## config.mk

```make
export PLATFORM = sky130hd
export DESIGN_NAME = alu_muldiv_seq
export DESIGN_NICKNAME = d
export VERILOG_FILES = /design/src/rtl/alu_muldiv_seq.sv
export SDC_FILE = /design/constraint.sdc
export NUM_CORES = 1
export LEC_CHECK = 0
export ABC_AREA = 0
export CAP_MARGIN = 10
export CORE_MARGIN = 5
export CORE_UTILIZATION = 35
export CTS_BUF_LIST = sky130_fd_sc_hd__clkbuf_16
export CTS_CLUSTER_DIAMETER = 100
export CTS_CLUSTER_SIZE = 16
export DETAILED_ROUTE_END_ITERATION = 10
export SYNTH_ARGS = -nofsm -noshare
export SYNTH_HDL_FRONTEND = slang
export SYNTH_SLANG_ARGS = --single-unit
```

## constraint.sdc

```tcl
create_clock -name clk -period 2.1 [get_ports clk]
set_clock_uncertainty 0.05 [all_clocks]
set_input_delay 0.525 -clock clk [delete_from_list [all_inputs] [get_ports clk]]
set_output_delay 0.525 -clock clk [all_outputs]
set_load 0.05 [all_outputs]
```

## src/rtl/alu_muldiv_seq.sv

```systemverilog
// Multi-cycle unsigned MUL (low half) / DIVU sequencer driving a shared single-cycle ALU.
// Shift-add multiply and restoring divide, one ALU operation per compute cycle.
module alu_muldiv_seq #(
  parameter int unsigned WIDTH = 16,
  parameter int unsigned CNT_W = $clog2(WIDTH)
) (
  input  logic             clk,
  input  logic             rst_n,
  input  logic             in_valid,
  output logic             in_ready,
  input  logic             in_op,
  input  logic [WIDTH-1:0] in_a,
  input  logic [WIDTH-1:0] in_b,
  output logic             out_valid,
  input  logic             out_ready,
  output logic [WIDTH-1:0] res_q,
  output logic [WIDTH-1:0] res_r,
  output logic             res_ovf,
  output logic             res_err,
  output logic [WIDTH-1:0] alu_a,
  output logic [WIDTH-1:0] alu_b,
  output logic             alu_ci,
  output logic             alu_nb,
  output logic             alu_ic,
  output logic             alu_na,
  output logic             alu_xo,
  output logic             alu_no,
  output logic             alu_sr,
  output logic             alu_ss,
  input  logic [WIDTH-1:0] alu_out,
  input  logic             alu_cf
);

  typedef enum logic [2:0] {
    S_IDLE    = 3'd0,
    S_MUL_ADD = 3'd1,
    S_MUL_DBL = 3'd2,
    S_DIV_SUB = 3'd3,
    S_DONE    = 3'd4
  } state_e;

  localparam logic [CNT_W-1:0] CNT_LAST = CNT_W'(WIDTH - 1);

  state_e           state_q, state_d;
  logic [CNT_W-1:0] cnt_q, cnt_d;
  // acc: MUL accumulator / DIV partial remainder
  logic [WIDTH-1:0] acc_q, acc_d;
  // opa: MUL multiplicand / DIV dividend-quotient shifter
  logic [WIDTH-1:0] opa_q, opa_d;
  // opb: MUL multiplier / DIV divisor
  logic [WIDTH-1:0] opb_q, opb_d;
  logic             ovf_q, ovf_d;
  logic [WIDTH-1:0] rq_q, rq_d;
  logic [WIDTH-1:0] rr_q, rr_d;
  logic             rovf_q, rovf_d;
  logic             rerr_q, rerr_d;
  logic [WIDTH-1:0] div_t;
  logic             qbit;
  logic             last;

  assign div_t = {acc_q[WIDTH-2:0], opa_q[WIDTH-1]};
  assign last  = (cnt_q == CNT_LAST);

  // ALU operand/control drive, decoded from registered state only
  always_comb begin
    alu_a  = '0;
    alu_b  = '0;
    alu_ci = 1'b0;
    alu_nb = 1'b0;
    alu_ic = 1'b0;
    alu_na = 1'b0;
    alu_xo = 1'b0;
    alu_no = 1'b0;
    alu_sr = 1'b0;
    alu_ss = 1'b0;
    case (state_q)
      S_MUL_ADD: begin
        alu_a = acc_q;
        alu_b = opa_q;
      end
      S_MUL_DBL: begin
        alu_a = opa_q;
        alu_b = opa_q;
      end
      S_DIV_SUB: begin
        alu_a  = div_t;
        alu_b  = opb_q;
        alu_ci = 1'b1;
        alu_nb = 1'b1;
      end
      default: ;
    endcase
  end

  // Next-state and datapath update
  always_comb begin
    state_d = state_q;
    cnt_d   = cnt_q;
    acc_d   = acc_q;
    opa_d   = opa_q;
    opb_d   = opb_q;
    ovf_d   = ovf_q;
    rq_d    = rq_q;
    rr_d    = rr_q;
    rovf_d  = rovf_q;
    rerr_d  = rerr_q;
    qbit    = 1'b0;
    case (state_q)
      S_IDLE: begin
        if (in_valid) begin
          acc_d = '0;
          ovf_d = 1'b0;
          cnt_d = '0;
          opa_d = in_a;
          opb_d = in_b;
          if (!in_op) begin
            state_d = S_MUL_ADD;
          end else if (in_b != '0) begin
            state_d = S_DIV_SUB;
          end else begin
            rq_d    = '1;
            rr_d    = in_a;
            rovf_d  = 1'b0;
            rerr_d  = 1'b1;
            state_d = S_DONE;
          end
        end
      end
      S_MUL_ADD: begin
        if (opb_q[0]) begin
          acc_d = alu_out;
          ovf_d = ovf_q | alu_cf;
        end
        state_d = S_MUL_DBL;
      end
      S_MUL_DBL: begin
        opa_d = alu_out;
        opb_d = opb_q >> 1;
        // a lost mcand bit only matters if a later multiplier bit would add it
        if ((opb_q >> 1) != '0) begin
          ovf_d = ovf_q | alu_cf;
        end
        if (last) begin
          rq_d    = acc_q;
          rr_d    = '0;
          rovf_d  = ovf_d;
          rerr_d  = 1'b0;
          state_d = S_DONE;
        end else begin
          cnt_d   = cnt_q + CNT_W'(1);
          state_d = S_MUL_ADD;
        end
      end
      S_DIV_SUB: begin
        qbit  = alu_cf;
        acc_d = alu_cf ? alu_out : div_t;
        opa_d = {opa_q[WIDTH-2:0], qbit};
        if (last) begin
          rq_d    = opa_d;
          rr_d    = acc_d;
          rovf_d  = 1'b0;
          rerr_d  = 1'b0;
          state_d = S_DONE;
        end else begin
          cnt_d = cnt_q + CNT_W'(1);
        end
      end
      S_DONE: begin
        if (out_ready) begin
          state_d = S_IDLE;
        end
      end
      default: state_d = S_IDLE;
    endcase
  end

  always_ff @(posedge clk or negedge rst_n) begin
    if (!rst_n) begin
      state_q <= S_IDLE;
      cnt_q   <= '0;
      acc_q   <= '0;
      opa_q   <= '0;
      opb_q   <= '0;
      ovf_q   <= 1'b0;
      rq_q    <= '0;
      rr_q    <= '0;
      rovf_q  <= 1'b0;
      rerr_q  <= 1'b0;
    end else begin
      state_q <= state_d;
      cnt_q   <= cnt_d;
      acc_q   <= acc_d;
      opa_q   <= opa_d;
      opb_q   <= opb_d;
      ovf_q   <= ovf_d;
      rq_q    <= rq_d;
      rr_q    <= rr_d;
      rovf_q  <= rovf_d;
      rerr_q  <= rerr_d;
    end
  end

  assign in_ready  = (state_q == S_IDLE);
  assign out_valid = (state_q == S_DONE);
  assign res_q     = rq_q;
  assign res_r     = rr_q;
  assign res_ovf   = rovf_q;
  assign res_err   = rerr_q;

endmodule
```

==> results.json <==
{
  "hpwl_um": 12700,
  "async_flop_share_pct": 100,
  "nets": 790,
  "synth_area_um2": 5240,
  "r2r_cells": 8,
  "cts_root_buf": "clkbuf_16",
  "sw_frac_of_total_pct": 47.7,
  "criticalPathCategory": "flip-flop to primary output",
  "core_um2": 14600,
  "synthTopCellsByArea": "dfrtp_1 43%, mux2i_1 15%, o21ai_0 6.5%, nand2_1 4.7%, mux2_1 2.8%",
  "p_leak_nw": 3.71,
  "synth-compound-area-share_pct": 21.6,
  "report.final.slew_viol_count": 0,
  "synth.top_cell.area_share_pct": 43.0,
  "viasPerCell": 5.45,
  "place_area_um2": 7350,
  "drt_iter0_drc": 240,
  "crit_chain": "buf_12 -> nand3b_1 -> inv_4 -> buf_12 -> a22o_4 -> buf_6",
  "finalNonFillerCells": 924,
  "internal_power_w": 0.00856,
  "rr_startpoint": "state_q[0]",
  "yosys.area_share.simple_pct": 9.50,
  "cp-end-kind": "primary output",
  "drt_wl_total_um": 18600,
  "netlist_instances": 554,
  "pwr-share-seq_pct": 20.9,
  "final-setup-viol-count": 36,
  "synth_xor_area_share_pct": 0.167,
  "synthFlopType": "dfrtp_1",
  "p_per_area_nw_per_um2": 1950,
  "cts_tree": "yes",
  "place_congestion": 0.841,
  "dieHeight_um": 132,
  "synth.distinct_cells": 43,
  "cts_buffer_depth": 2,
  "cp_slowest_stage_delay_ns": 0.44,
  "critPathArrivalTime_ns": 1.76,
  "synth_fa_ha_area_share_pct": 0.239,
  "antenna_left": 0,
  "hold_path.class": "input port to asynchronous set/reset pin",
  "pwr-share-comb_pct": 68.6,
  "area_delta_synth_final_pct": 59.9,
  "finalPower_w": 0.0164,
  "numCtsBuffers": 9,
  "synth_common_cells": "90 x dfrtp_1, 77 x mux2i_1, 68 x o21ai_0",
  "peakVddDrop_v": 0.00105,
  "ys_seq_area_share_pct": 43.0,
  "grt_pass1_vias": 5183,
  "vias": 5040,
  "period_minus_slack_ns": 2.34,
  "ys.warnings.count": 0,
  "synth_area_per_cell_um2": 9.46,
  "port_buffers": 123,
  "design_area_um2": 8380,
  "violations": "setup timing",
  "grt.overflow.total": 0,
  "switchingPower_w": 0.00781,
  "grt_first_pass_wirelength_um": 28500,
  "drc": 0,
  "clk_latency_ns": 0.35,
  "io_pins": 130,
  "dr.pass1.iters": 5,
  "cp-start-kind": "flip-flop",
  "die-area_um2": 17500,
  "period_share_pct": 111,
  "wire_per_inst_um": 20.2,
  "finalWorstSetupSlack_ns": -0.238,
  "place_inst": 873,
  "timing_hold_violations_final": 0,
  "path_clk_slew_ns": 0.07,
  "synth_edf_count": 0,
  "rr_endpoint": "res_r[11]",
  "required_ns": 1.52,
  "dp_slack_ns": -0.650,
  "antenna_cells": 0,
  "die_width_um": 132,
  "rsz0062_at_grt": "yes",
  "clockPowerShare_pct": 10.6,
  "path_common_cell": "buf_12",
  "cts_num_sinks": 90,
  "ys_ff_latch": 90,
  "grt_max_degree": 33,
  "grt.total_usage_pct": 20.1,
  "htreeDepth": 3,
  "synthMuxAreaShare_pct": 19.0,
  "max_cap_violations": 0,
  "outcome": "complete, but fails checks",
  "slowest_stage": "dfrtp_2",
  "fp-row-count": 44,
  "final_layout_size_suffix_gt1_share_pct": 34.5,
  "start_util_pct": 35.9,
  "path_max_fanout": 12,
  "r2r_setup_slack_ns": 0.04,
  "post-route-util_pct": 57.5,
  "synth_top_cell_by_area": "dfrtp_1",
  "yosysMostFrequentCell": "dfrtp_1",
  "synth_top_family_by_area": "compound AO/OA/AOI/OAI gates",
  "antenna_found_initial": 0,
  "fmax_mhz": 428
}
[per-stage QoR]
stage / hold WS (ns) / TNS (ns)
6_report: 0.0464 / -6.67
5_1_grt: 0.0663 / -8.16
4_1_cts: 0.0559 / -6.49
3_5_place_dp: 0.428 / -23.90
3_3_place_gp: 0.431 / -24.15
2_1_floorplan: 0.179 / 0
[routing by layer]
metal	part of all wire [%]	global-route usage, %	vias to the layer above
met1	46	28.8	2496
met3	5.4	4.89	25
met4	1.8	5.60	0
li1	-	-	2347
met5	0	0	-
met2	47	30.4	172
[placed cells by master, fill, tap and decap left out, drive strengths merged, types with 2 or more instances in the layout]
cell type / synthesis / layout
a22o: 16 / 16
o21ai: 68 / 68
bufinv: 0 / 2
o31ai: 3 / 3
mux2i: 77 / 77
o22ai: 15 / 15
conb: 1 / 6
a211oi: 15 / 15
buf: 24 / 163
nand2: 66 / 66
o21bai: 3 / 3
a22oi: 19 / 19
clkdlybuf4s15: 0 / 5
nor2b: 4 / 4
dlygate4sd2: 0 / 3
bufbuf: 0 / 2
dfrtp: 90 / 90
nand2b: 2 / 2
mux2: 20 / 20
clkdlybuf4s50: 0 / 36
nand4: 2 / 2
a21oi: 19 / 19
nor3: 3 / 3
clkinv: 1 / 4
or3b: 2 / 2
nor2: 17 / 17
o21a: 16 / 16
clkbuf: 27 / 16
nor4: 8 / 8
a21o: 2 / 2
inv: 22 / 24
nand3: 2 / 2
[worst max-delay path by stage]
stage          slack [ns]  depth (start not counted)        from         to
2_1_floorplan       0.005                          5    in_b[11]   res_r[0]
3_3_place_gp        -0.63                          6     in_b[8]   res_r[3]
3_5_place_dp        -0.65                          7     in_b[8]  res_q[12]
4_1_cts             -0.23                          5  state_q[0]  alu_a[14]
5_1_grt             -0.28                          6  state_q[1]  alu_b[12]
6_report            -0.24                          6  state_q[1]  alu_b[12]
[critical path: cells and delay by family (launching register included)]
family	cells	cell delay (ns)
buffers and inverters	4	0.54
DFF	1	0.44
AOI/OAI and AO/OA	1	0.27
and+or+nand+nor	1	0.15
[registers in the layout, summed over array words and instances (netlist names)]
| register | cells |
|---|---|
| ovf_q | 1 |
| opa_q | 16 |
| res_q | 16 |
| acc_q | 16 |
| res_ovf | 1 |
| res_err | 1 |
| opb_q | 16 |
| state_q | 3 |
| cnt_q | 4 |
| res_r | 16 |
[cell type report]
| type | instances | area, um^2 |
|---|---|---|
| tap | 184 | 230 |
| fill | 1238 | 6210 |
| inverter | 23 | 88.8 |
| timing repair buffer | 216 | 2370 |
| clock inverter | 7 | 85.1 |
| clock buffer | 9 | 225 |
| sequential | 90 | 2260 |
| multi-input combinational | 395 | 3130 |
[what timing repair did]
| item | in CTS | in global routing |
|---|---|---|
| gates resized for setup | 90 | 39 |
| endpoints found under the setup margin | 69 | 58 |
| hold buffers | 0 | 0 |
| setup buffers | 13 | 14 |
| pin swaps | 25 | 11 |
| cloned | 5 | 4 |
[power groups by stage]
stage	Clock, W	Sequential, W	Combinational, W
2_1_floorplan	0	0.00404	0.00549
3_3_place_gp	0	0.00338	0.00948
3_5_place_dp	0	0.00339	0.00960
4_1_cts	0.00175	0.00339	0.0108
5_1_grt	0.00182	0.00352	0.0118
6_report	0.00173	0.00342	0.0112
[kinds of logic (layout without fill, tap and decap cells)]
kind of cell | count (synthesis) | in the layout
buffers and inverters | 74 | 255
AO/OA/AOI/OAI | 178 | 178
adder cells (fa/ha/maj) | 1 | 1
flip-flops | 90 | 90
other | 1 | 6
multiplexers | 97 | 97
AND/OR/NAND/NOR | 112 | 112
XOR/XNOR | 1 | 1
(Power assumes the default switching activity.)
